--- config.mk ---
export PLATFORM = sky130hd
export DESIGN_NAME = if_stage_pfq
export DESIGN_NICKNAME = d
export VERILOG_FILES = /design/src/rtl/if_stage_pfq.sv
export SDC_FILE = /design/constraint.sdc
export NUM_CORES = 1
export LEC_CHECK = 0
export BUFFER_PORTS_ARGS = -buffer_cell sky130_fd_sc_hd__buf_2
export CORE_MARGIN = 10
export CORE_UTILIZATION = 59
export DETAILED_ROUTE_END_ITERATION = 7
export PLACE_DENSITY_LB_ADDON = 0.15
export SETUP_SLACK_MARGIN = 0.02
export SLEW_MARGIN = 20
export SYNTH_ARGS = -nofsm -noshare
export SYNTH_HDL_FRONTEND = slang
export SYNTH_SLANG_ARGS = --single-unit
--- constraint.sdc ---
create_clock -name clk -period 12.15 [get_ports clk]
set_clock_uncertainty 0.1 [all_clocks]
set_input_delay 1.215 -clock clk [delete_from_list [all_inputs] [get_ports clk]]
set_output_delay 1.215 -clock clk [all_outputs]
set_load 0.01 [all_outputs]
--- src/rtl/if_stage_pfq.sv ---
// if_stage_pfq: instruction-fetch stage with a prefetch queue between the
// instruction SRAM (1-cycle read latency) and decode. Fetch keeps streaming
// while decode stalls. Branch redirects flush the queue and drop any
// response that belongs to the old path.
// Optional build macro IF_ADEF_EN adds an address-fault bit (bus bit 64).
// With it, a misaligned fetch address is not sent to the SRAM. It becomes a
// faulting entry instead, and fetch halts until the next redirect.

// Overflow checker for the prefetch queue.
module if_stage_pfq_chk #(
    parameter int QUEUE_DEPTH = 4,
    parameter int CNT_W       = 3
) (
    input logic             clk,
    input logic             reset,
    input logic             push,
    input logic             pop,
    input logic [CNT_W-1:0] count
);
    // A push into a full queue without a matching pop would lose an entry.
    a_no_overflow: assert property (@(posedge clk) disable iff (reset)
        !(push && !pop && (count == CNT_W'(QUEUE_DEPTH))));
endmodule

module if_stage_pfq #(
    parameter logic [31:0] RESET_PC    = 32'h1c000000,
    parameter int          QUEUE_DEPTH = 4,
    localparam int         PTR_W       = $clog2(QUEUE_DEPTH),
`ifdef IF_ADEF_EN
    localparam int         BUS_W       = 65
`else
    localparam int         BUS_W       = 64
`endif
) (
    input  logic             clk,
    input  logic             reset,
    input  logic             ds_allowin,
    input  logic [33:0]      br_bus,
    output logic             inst_sram_en,
    output logic [3:0]       inst_sram_we,
    output logic [31:0]      inst_sram_addr,
    output logic [31:0]      inst_sram_wdata,
    input  logic [31:0]      inst_sram_rdata,
    output logic             fs_to_ds_valid,
    output logic [BUS_W-1:0] fs_to_ds_bus
);
    localparam int CNT_W = PTR_W + 1;
    localparam int OCC_W = CNT_W + 1;

    logic        br_stall_s;
    logic        br_taken_s;
    logic [31:0] br_target_s;
    assign {br_stall_s, br_taken_s, br_target_s} = br_bus;

    logic [31:0]      req_pc_q, req_pc_d;
    logic [CNT_W-1:0] count_q, count_d;
    logic [PTR_W-1:0] rd_ptr_q, rd_ptr_d, wr_ptr_q, wr_ptr_d;
    logic             inflight_q, inflight_d;
    logic             inflight_kill_q, inflight_kill_d;
    logic [31:0]      inflight_pc_q, inflight_pc_d;
    logic [31:0]      pc_mem_q   [QUEUE_DEPTH];
    logic [31:0]      pc_mem_d   [QUEUE_DEPTH];
    logic [31:0]      inst_mem_q [QUEUE_DEPTH];
    logic [31:0]      inst_mem_d [QUEUE_DEPTH];

    logic [OCC_W-1:0] occupancy_s;
    logic [31:0]      fetch_addr_s;
    logic             room_s, issue_s, sram_req_s, push_s, valid_s, pop_s;
    logic [31:0]      push_inst_s;

`ifdef IF_ADEF_EN
    logic             halt_q, halt_d;
    logic             inflight_adef_q, inflight_adef_d;
    logic             adef_mem_q [QUEUE_DEPTH];
    logic             adef_mem_d [QUEUE_DEPTH];
    logic             misalign_s;
`endif

    // Issue, push and pop decisions from registered state and this cycle's inputs.
    always_comb begin
        occupancy_s  = {1'b0, count_q} + {{CNT_W{1'b0}}, inflight_q};
        room_s       = (occupancy_s < OCC_W'(QUEUE_DEPTH));
        fetch_addr_s = br_taken_s ? br_target_s : req_pc_q;
`ifdef IF_ADEF_EN
        misalign_s   = (fetch_addr_s[1:0] != 2'b00);
        issue_s      = !reset && room_s && (br_taken_s || !halt_q);
        sram_req_s   = issue_s && !misalign_s;
        push_inst_s  = inflight_adef_q ? 32'h0 : inst_sram_rdata;
`else
        issue_s      = !reset && room_s;
        sram_req_s   = issue_s;
        push_inst_s  = inst_sram_rdata;
`endif
        // A redirect drops the response arriving in the same cycle.
        push_s  = inflight_q && !inflight_kill_q && !br_taken_s;
        valid_s = (count_q != CNT_W'(0)) && !br_stall_s && !br_taken_s;
        pop_s   = valid_s && ds_allowin;
    end

    // Next-state computation for fetch PC, in-flight tracking and the queue.
    always_comb begin
        pc_mem_d   = pc_mem_q;
        inst_mem_d = inst_mem_q;
        if (issue_s) begin
            req_pc_d = fetch_addr_s + 32'd4;
        end else if (br_taken_s) begin
            req_pc_d = br_target_s;
        end else begin
            req_pc_d = req_pc_q;
        end
        inflight_d      = issue_s;
        inflight_pc_d   = issue_s ? fetch_addr_s : inflight_pc_q;
        // With 1-cycle latency every pre-redirect response lands in the
        // redirect cycle itself and is dropped there, so nothing stays marked.
        inflight_kill_d = 1'b0;
        if (br_taken_s) begin
            count_d  = CNT_W'(0);
            rd_ptr_d = PTR_W'(0);
            wr_ptr_d = PTR_W'(0);
        end else begin
            count_d  = count_q + CNT_W'(push_s) - CNT_W'(pop_s);
            rd_ptr_d = rd_ptr_q + PTR_W'(pop_s);
            wr_ptr_d = wr_ptr_q + PTR_W'(push_s);
        end
        if (push_s) begin
            pc_mem_d[wr_ptr_q]   = inflight_pc_q;
            inst_mem_d[wr_ptr_q] = push_inst_s;
        end else begin
            pc_mem_d[wr_ptr_q]   = pc_mem_q[wr_ptr_q];
            inst_mem_d[wr_ptr_q] = inst_mem_q[wr_ptr_q];
        end
    end

`ifdef IF_ADEF_EN
    // Fault tracking: a misaligned issue becomes a faulting entry and halts fetch.
    always_comb begin
        adef_mem_d      = adef_mem_q;
        inflight_adef_d = issue_s && misalign_s;
        if (issue_s && misalign_s) begin
            halt_d = 1'b1;
        end else if (br_taken_s) begin
            halt_d = 1'b0;
        end else begin
            halt_d = halt_q;
        end
        if (push_s) begin
            adef_mem_d[wr_ptr_q] = inflight_adef_q;
        end else begin
            adef_mem_d[wr_ptr_q] = adef_mem_q[wr_ptr_q];
        end
    end

    // Fault-state registers.
    always_ff @(posedge clk or posedge reset) begin
        if (reset) begin
            halt_q          <= 1'b0;
            inflight_adef_q <= 1'b0;
            for (int i = 0; i < QUEUE_DEPTH; i++) adef_mem_q[i] <= 1'b0;
        end else begin
            halt_q          <= halt_d;
            inflight_adef_q <= inflight_adef_d;
            adef_mem_q      <= adef_mem_d;
        end
    end
`endif

    // Main state registers; asynchronous reset clears everything at once.
    always_ff @(posedge clk or posedge reset) begin
        if (reset) begin
            req_pc_q        <= RESET_PC;
            count_q         <= CNT_W'(0);
            rd_ptr_q        <= PTR_W'(0);
            wr_ptr_q        <= PTR_W'(0);
            inflight_q      <= 1'b0;
            inflight_kill_q <= 1'b0;
            inflight_pc_q   <= 32'h0;
            for (int i = 0; i < QUEUE_DEPTH; i++) begin
                pc_mem_q[i]   <= 32'h0;
                inst_mem_q[i] <= 32'h0;
            end
        end else begin
            req_pc_q        <= req_pc_d;
            count_q         <= count_d;
            rd_ptr_q        <= rd_ptr_d;
            wr_ptr_q        <= wr_ptr_d;
            inflight_q      <= inflight_d;
            inflight_kill_q <= inflight_kill_d;
            inflight_pc_q   <= inflight_pc_d;
            pc_mem_q        <= pc_mem_d;
            inst_mem_q      <= inst_mem_d;
        end
    end

    assign inst_sram_en    = sram_req_s;
    assign inst_sram_addr  = fetch_addr_s;
    assign inst_sram_we    = 4'b0;
    assign inst_sram_wdata = 32'b0;
    assign fs_to_ds_valid  = valid_s;
`ifdef IF_ADEF_EN
    assign fs_to_ds_bus = {adef_mem_q[rd_ptr_q], pc_mem_q[rd_ptr_q], inst_mem_q[rd_ptr_q]};
`else
    assign fs_to_ds_bus = {pc_mem_q[rd_ptr_q], inst_mem_q[rd_ptr_q]};
`endif

    if_stage_pfq_chk #(.QUEUE_DEPTH(QUEUE_DEPTH), .CNT_W(CNT_W)) u_chk (
        .clk   (clk),
        .reset (reset),
        .push  (push_s),
        .pop   (pop_s),
        .count (count_q)
    );
endmodule
---- Yosys cells after proc, flatten, opt, wreduce, memory -nomap -nowiden ----
Index checks and enable logic that the tools add are counted.
word-level totals
  register bits ........................... 328
  input port bits ......................... 69
  output and inout port bits .............. 134
  logic and storage cells ................. 61
cells by class
  add/sub/neg operators ................... 6
  order comparisons ....................... 4
  muxes and demuxes ....................... 25
  bitwise operators ....................... 2
  reduce and logical (&&, ||, !) cells .... 10
operator list
  kind                                                        number
  bitwise mux 128 bit                                         4
  two-way mux 32 bit                                          11
  binary-select mux 32 bit (select 2 bit)                     4
  two-way mux 128 bit                                         2
  demux 32 bit (select 2 bit)                                 1
  adder 32 x 3 -> 32 bit, second input constant               1
  >= comparator 3 bit, second input constant                  2
  logical AND 1 bit                                           6
  NOT 2 -> 3 bit                                              2
  adder 2 x 1 -> 2 bit                                        2
  adder 3 x 1 -> 4 bit                                        1
  less-than comparator 4 x 3 -> 1 bit, second input constant  1
  two-way mux 2 bit                                           2
  adder 3 x 1 -> 3 bit                                        1
  zero test 1 bit                                             3
  less-than comparator 3 x 1 -> 1 bit, second input constant  1
  two-way mux 3 bit                                           1
  nonzero test 3 bit                                          1
  subtractor 3 x 1 -> 3 bit                                   1

---- Longest topological paths before layout ----
Gate-level depths: netlist (run 1).
  depth in word-level cells ............... 7
  gate-level depth with buffers ........... 13
  gate-level depth less buffers ........... 10

---- Worst setup path after synthesis (run 1) ----
Ideal clock, no wire load.
  path kind ............................... input to register
  start point ............................. in br_bus[32]
  end point ............................... reg count_q[2]
  library setup time ...................... 0.122 ns
  data arrival time ....................... 3.443 ns
  setup slack ............................. 8.486 ns
  stages on the path ...................... 13
  buffers on the path ..................... 4
  cells stage by stage .................... buf_2 > buf_4 > buf_2 > buf_2 > nor3_1 > and2_1 > ha_1 > inv_1 > ha_1 > inv_1 > fa_1 > xnor2_1 > nor2_1
on the way
  word-level cells in the longest chain between the ends .. 5
RTL lines
  what                       line  text
  from (decl)                38    input logic [33:0] br_bus,
  zero test 1 bit            96    valid_s = (count_q != CNT_W'(0)) && !br_stall_s && !br_taken_s;
  logical AND 1 bit          96
  net fs_to_ds_valid         44    output logic fs_to_ds_valid,
  logical AND 1 bit          97    pop_s = valid_s && ds_allowin;
  subtractor 3 x 1 -> 3 bit  121   count_d = count_q + CNT_W'(push_s) - CNT_W'(pop_s);
  two-way mux 3 bit          116   if (br_taken_s) begin
  net count_d[2]             56    logic [CNT_W-1:0] count_q, count_d;
  to (signal assigned)       183   count_q <= count_d;
  to (decl)                  56
The timed path passes the listed nets, and every way through them passes these cells.
A chain may end at the register's enable or synchronous reset.

---- Worst setup path after layout (run 1) ----
  start point ............................. reg rd_ptr_q[0]
  end point ............................... out fs_to_ds_bus[51]
on the way
  word-level cells in the longest chain between the ends .. 4
RTL lines
  what                                                   line  text
  from (decl)                                            57    logic [PTR_W-1:0] rd_ptr_q, rd_ptr_d, wr_ptr_q, wr_ptr_d;
  from (signal assigned)                                 184   rd_ptr_q <= rd_ptr_d;
  NOT 2 -> 3 bit (not written as such)                   202   assign fs_to_ds_bus = {pc_mem_q[rd_ptr_q], inst_mem_q[rd_ptr_q]};
  binary-select mux 32 bit (select 2 bit)                202
  two-way mux 32 bit (not written as such) (2 in a row)  202
  to (decl)                                              45    output logic [BUS_W-1:0] fs_to_ds_bus
Every way passes these cells. The select of a mux whose other input is x is not followed.

==> results of run 1 <==
-- sequential cells by signal, summed over array words and instances (netlist names) --
name,flops
pc_mem_q,128
count_q,3
inst_mem_q,128
req_pc_q,32
rd_ptr_q,2
inflight_q,1
wr_ptr_q,2
inflight_pc_q,32
-- layout make-up --
| type | instances | share of cell area |
|---|---|---|
| Clock inverter | 10 | 0.007348 |
| Sequential cell | 328 | 0.4392 |
| Inverter | 20 | 0.004542 |
| Clock buffer | 53 | 0.05744 |
| Tap cell | 378 | 0.02525 |
| Antenna cell | 1 | 0.0001336 |
| Multi-Input combinational cell | 943 | 0.4159 |
| Timing Repair Buffer | 180 | 0.05016 |
-- stage by stage --
step	worst slack, ns	util
after floorplan	1.757	-
after global placement	7.755	0.6303
after detailed placement	7.711	0.6303
after CTS	7.812	0.6740
after global routing	7.683	0.6742
final	7.858	0.6742
-- cell usage after synthesis (2+ instances only) --
library cell  number  area share
nor2b_1            6      0.0023
mux2_2            68       0.046
nor4_2             3      0.0023
and2_1             3      0.0011
dfrtp_1          325        0.49
inv_1             20      0.0045
xor2_1             9      0.0047
buf_2             32      0.0096
mux4_2           128        0.17
nand3_1           11      0.0033
nand4_1            6      0.0023
buf_1             13      0.0029
nor3_1             5      0.0015
mux2i_1           76       0.046
clkbuf_1          51       0.011
nor4_1             3      0.0011
a32o_1             2      0.0012
buf_4             40       0.018
xnor2_1           23       0.012
nand2b_1           4      0.0015
nand3b_1           9      0.0041
ha_1               6      0.0045
dfstp_2            3      0.0047
nand2_1          201       0.045
a22oi_1            5      0.0023
nand4b_1           5      0.0026
a21oi_1           63       0.019
buf_6              2      0.0014
nor2_1            69       0.016
o21ai_0          182       0.055
-- power by group through the flow --
stage	sequential [mW]	clock [mW]	combinational, mW
after floorplan	1.77	0	1.08
after global placement	1.88	0	1.36
after detailed placement	1.91	0	1.41
after CTS	1.90	1.14	1.41
after global routing	1.97	1.18	1.55
final	1.90	1.11	1.40
-- cells by family (layout without fill, tap and decap cells) --
family | after synthesis | count (layout) | share of synthesized area
AND/OR/NAND/NOR | 337 | 337 | 0.09027
flip-flops | 328 | 328 | 0.4933
multiplexers | 272 | 272 | 0.2649
AO/OA/AOI/OAI | 259 | 259 | 0.08087
buffers and inverters | 158 | 263 | 0.04795
XOR/XNOR | 32 | 32 | 0.01684
adder cells (fa/ha/maj) | 7 | 7 | 0.005712
other | 1 | 37 | 0.0002253
-- worst paths after layout --
check	end	from	depth (start not counted)
setup / recovery	fs_to_ds_bus[51]	rd_ptr_q[0]$_DFF_PP0_	3
hold / removal	inflight_pc_q[21]$_DFFE_PP0P_	inflight_pc_q[21]$_DFFE_PP0P_	2
setup reg to reg	pc_mem_q[72]$_DFFE_PP0P_	wr_ptr_q[1]$_DFF_PP0_	3
hold reg to reg	inflight_pc_q[21]$_DFFE_PP0P_	inflight_pc_q[21]$_DFFE_PP0P_	2
max in group asynchronous	wr_ptr_q[1]$_DFF_PP0_	reset	4
min in group asynchronous	rd_ptr_q[1]$_DFF_PP0_	reset	2
-- metal layers --
metal  routed length, µm  vias up  GRT usage
li1                    -     5185          -
met1               17280     5676     0.3029
met2               18770      332     0.3544
met3                2592       57    0.05176
met4                 807        0    0.06031
met5                   0        -          0
-- worst reg2reg max path: stages, from the launching register on --
cell and delay (ns):
dfrtp_4 1.19, nand2b_4 0.68, buf_4 0.74, o21ai_0 0.24
==> metrics, run 1 <==
status finished, final reports clean; cts hold-fix bufs 0; Vias/cell a little under 6; I/O pins approximately 200; ratio of cells with drive above 1 in the final layout 0.2973; clock root buffer clkbuf_16; H-tree lvl count 2; sw power ~1.5 mW; worst path required time 10.84 ns; area of the multi-input gates 7791 µm²; Synth async-reset ratio 1.000; f_max roughly 230 MHz; setup bufs post-CTS 0; maximum vdd drop roughly 0.00012 V; Max Cap Violations 0; Lkg Pwr a little over 8 nW; mapped cell area around 17,000 µm²; WS Path Type flop to primary output; Fin. Hold Viols 0; DR iter-0 viols ~820; combinational fraction of design power 0.316; final total power 4.412 mW; Port Buf Inserts between 150 and 200; row count 61; Post-DRT Antenna Nets 0; Final Non-Filler Cells around 1,900; switching part of the total 0.3361; Hold Slack 0.3816 ns; CP endpoint kind primary output; CTS Buf Count 36; commonest non-fill, non-tap cells in the layout 321 x dfrtp_1, 201 x nand2_1, 182 x o21ai_0; core box area 27,780 µm²; Routed WL ~40,000 µm; hold crit path type flop to flop; number of flops mapped to enable cells by yosys 0; syn avg cell area roughly 12 µm²; HPWL Detailed between 20,000 and 25,000 µm; post-CTS resize count 0; Critical Path Source Type flop; register share of total power 0.431; total number of vias 11,250; register area slightly above 8000 µm²; most common cell after layout, fill and taps aside dfrtp_1; Max FO, Critical Path 43; Sink Count roughly 330; first-pass GRT wire length 64,250 µm; RSZ-0062 raised after global routing false; Clock Path Buffers 3; largest net degree at the start of global routing 105; initial core utilization 0.5992; power density over cell area 235.5 nW/µm²; # placed instances approximately 1,800; total gr overflow 0; area of the die between 30,000 and 40,000 µm²; clk_lat worst skew 0.52 ns; Seq/Total Area, Yosys 0.4933; CTS tree built; fillers between 2,000 and 2,500; Die X roughly 190 µm; Post-Syn Instances ~1,400; nets@finish 1,585; Worst-path clk slew about 0.06 ns; WP buf/inv 2; Placer Congestion 0.8247; Yosys reg bits ~330; Clock Power Share 0.252; Slew Limit Headroom 0.2389; die height around 190 µm; Initial DRT Pass Iterations 5; final instance area between 15,000 and 20,000 µm²; Total Routing Usage GR 0.2229; Synthesis Warnings 0; final-report max-slew violation count 0; Least-Margin Pin Slew 1.142 ns; Setup violations, final 0; placement-stage cell area 17,510 µm²; max incr delay on CP 0.83 ns; slowest CP cell buf_4; vias in the first global route ~12,000; crit share post-route 0.3532; top_reg_cell synth dfrtp_1; WL/cell 20.62 µm; critical-path cell list buf_4 -> mux4_2 -> buf_2; initial antenna violation count 1; Arr. time, crit path approximately 3.0 ns; CP top delay family buffers and inverters; Final Critical Period around 4.3 ns; Area Overhead vs Synth 12.52%; Setup TNS 0 ns; P_int between 2 and 3 mW; Residual DRC 0; Reg2Reg Setup Slack between 9 and 10 ns; Cell variety after synth between 50 and 60
Note: power is estimated with default switching activity, not from simulation.
==> run 2: changes to the inputs <==
- ABC_AREA: default -> 1
- clock period: 12.15 -> 4.2 ns (I/O delays scaled with it)
==> run 2 against run 1 <==
Net effect:
- design area up 2.6%
- via count is 42% higher
- core utilization down 0.68 points
- routed wire length increased by 27%
- synthesized cell count grew 54%
- count of clock-buffer cells in the layout rose by 3
- clock power rose to 2.9 times the previous value
- total power grew to 2.7 times the previous value
- non-clock buffer count increased by 18
- critical path type unchanged
- highest routed layer is now met5
==> metrics, run 2 <==
status finished, final reports clean; global route hottest layer met2; hold path depth 3 (+1); initial antenna violation count 2 (+1); Post-DRT Antenna Nets 0 (unchanged); final instance area 19,210 µm² (+2.6%); GR Layer Usage met1 0.3622 (+0.05924); Final Critical Period around 3.4 ns; Slew Limit Headroom 0.2991 (+0.06014); CP endpoint kind primary output; Clock Path Buffers 3 (unchanged); row count 62 (+1.6%); R2R depth 7 (+4); Setup violations, final 0 (unchanged); # placed instances 2,555 (+38%); GR Util met3 0.05266 (+0.0008978); setup ws final 0.8426 ns (-7.016 ns); Port Buf Inserts 166 (unchanged); met2 usage 0.4326 (+0.07813); Max Cap Violations 0 (unchanged); I/O pins 203 (unchanged); Setup TNS 0 ns (unchanged); clock root buffer clkbuf_16; number of flops mapped to enable cells by yosys 0 (unchanged); crit share post-route 0.7994; total number of vias 15,930 (+42%); syn avg cell area 8.008 µm² (-33%); WL/cell 19.19 µm (-7.0%); WS Path Type flop to primary output; clk_lat worst skew 0.52 ns (about the same); Final Non-Filler Cells 2,621 (+37%); die height 190.9 µm (+1.6%); max incr delay on CP 0.68 ns (-0.15 ns); Commonest cells post-synth 457 x nand2_1, 325 x dfrtp_1, 280 x o21ai_0; Cell variety after synth 42 (-18%); initial core utilization 0.5988 (about the same); nets@finish 2,287 (+44%); Critical Path Source Type flop; CTS tree built; most used cell, CP o21ai_0; most common cell after layout, fill and taps aside nand2_1; WHS Endpoint req_pc_q[0]$_DFF_PP0_; setup bufs post-CTS 0 (unchanged); Initial DRT Pass Iterations 5 (unchanged); area share of the largest cell type after synthesis 0.4719 (-0.01660); Reg2Reg Setup Slack 1.59 ns (-7.45 ns); critical-path cell list inv_4 -> buf_4 -> a21oi_1 -> o21ai_0 -> o21ai_0 -> buf_2; Worst Setup SP rd_ptr_q[0]$_DFF_PP0_; dpl ws 1.426 ns (-6.285 ns); Reg-to-Reg End pc_mem_q[62]$_DFFE_PP0P_; Area Overhead vs Synth 11.47%; mapped cell area 17,230 µm² (+3.5%); Vias/cell 6.077 (+3.3%); vias in the first global route 15,280 (+28%); CTS Buf Count 36 (unchanged); Max FO, Critical Path 86 (+100%); maximum vdd drop 0.0003200 V (+170%); leading post-synthesis cells by cell area dfrtp_1 47%, nand2_1 10%, o21ai_0 8.1%, nand3_1 5.7%, o311ai_0 5.5%; hold crit path type input pin to flop; Residual DRC 0 (unchanged); commonest non-fill, non-tap cells in the layout 455 x nand2_1, 323 x dfrtp_1, 280 x o21ai_0; total gr overflow 0 (unchanged); Placer Congestion 0.9262 (+12%); Total Routing Usage GR 0.2706 (+0.04772); min-delay src br_bus[0]; Lkg Pwr 8.612 nW (+4.3%); placement-stage cell area 18,000 µm² (+2.8%); CP top delay family buffers and inverters; count leader, synth nand2_1; top_reg_cell synth dfrtp_1; WP buf/inv 3 (+1); Yosys reg bits 328 (unchanged); power density over cell area 631.2 nW/µm² (+170%); Die X 190.9 µm (+1.6%); ratio of cells with drive above 1 in the final layout 0.1440 (-0.1533); final-report max-slew violation count 0 (unchanged); Routed WL 50,290 µm (+27%); first-pass GRT wire length 80,900 µm (+26%); HPWL Detailed 30,760 µm (+25%); f_max roughly 300 MHz; Top Registers inst_mem_q (128), pc_mem_q (128); Fin. Hold Viols 0 (unchanged); Post-Syn Instances 2,152 (+54%); H-tree lvl count 2 (unchanged); launch point of the worst reg-to-reg path wr_ptr_q[0]$_DFF_PP0_; core box area 28,780 µm² (+3.6%); slowest CP cell inv_4; Synth async-reset ratio 1.000 (unchanged); Arr. time, crit path 2.84 ns (-0.14 ns); Worst-path clk slew 0.06 ns (about the same); Seq/Total Area, Yosys 0.4765 (-0.01676); largest net degree at the start of global routing 141 (+34%); area of the die 36,440 µm² (+3.1%); fillers 2,465 (+17%); Sink Count 328 (unchanged); RSZ-0062 raised after global routing false; DR iter-0 viols 1,564 (+90%); worst path required time 3.68 ns (-7.16 ns); Least-Margin Pin Slew 1.051 ns (-0.09022 ns); dominant cell type by area after synthesis dfrtp_1; Synthesis Warnings 0 (unchanged)
## run 2: metrics by stage
| stage | total power, mW | utilization | hold WS [ns] |
|---|---|---|---|
| after global routing | 12.90 | 0.6675 | 0.06759 |
| after CTS | 12.15 | 0.6669 | 0.04174 |
| after detailed placement | 8.912 | 0.6253 | 0.2816 |
| after floorplan | 7.578 | - | 0.3479 |
| final | 12.12 | 0.6675 | 0.05313 |
| after global placement | 8.749 | 0.6253 | 0.2805 |
## run 2: cells by family after synthesis
group,synth area share
flip-flops,0.4765
AO/OA/AOI/OAI,0.1928
XOR/XNOR,0.004574
other,0.0002176
buffers and inverters,0.08589
adder cells (fa/ha/maj),0.005518
AND/OR/NAND/NOR,0.2345
## run 2: worst max path at each step
stage                                    end  cells after the start
2_1_floorplan  inflight_pc_q[10]$_DFFE_PP0P_                      5
3_3_place_gp                 fs_to_ds_bus[2]                      6
3_5_place_dp          req_pc_q[18]$_DFF_PP0_                     12
4_1_cts                      fs_to_ds_bus[2]                      6
5_1_grt                     fs_to_ds_bus[21]                      6
6_report                     fs_to_ds_bus[2]                      6
## run 2: area by class of cell
| class | count | area [µm²] | area share |
|---|---|---|---|
| Antenna cell | 1 | 2.502 | 0.0001303 |
| Sequential cell | 328 | 8217 | 0.4277 |
| Clock buffer | 56 | 1067 | 0.05556 |
| Tap cell | 384 | 480.5 | 0.02501 |
| Inverter | 122 | 478.0 | 0.02488 |
| Clock inverter | 7 | 117.6 | 0.006123 |
| Multi-Input combinational cell | 1525 | 7716 | 0.4017 |
| Timing Repair Buffer | 198 | 1131 | 0.05888 |
## run 2: where the power goes
group / internal [mW] / switching [mW] / leakage, nW
combinational: 1.33 / 2.27 / 4.17
sequential: 4.39 / 0.932 / 3.86
clock: 1.93 / 1.27 / 0.580
## run 2: worst reg2reg max path, stage by stage (launching register included)
cell,delay [ns]
dfrtp_1,0.57
nand2_4,0.30
inv_2,0.14
buf_4,0.68
nand2_1,0.13
nand4_1,0.14
o21ai_0,0.18
o21ai_0,0.26
## run 2: routing by layer
metal  share of wire  vias up
li1                -     7463
met1            0.42     7619
met2            0.46      728
met3           0.092      116
met4           0.030        2
met5         0.00026        -
## run 2: repair_timing
item                      4_1_cts  5_1_grt
hold buffers                    1        0
gates resized for setup         0        0
hold endpoints to repair        3        0
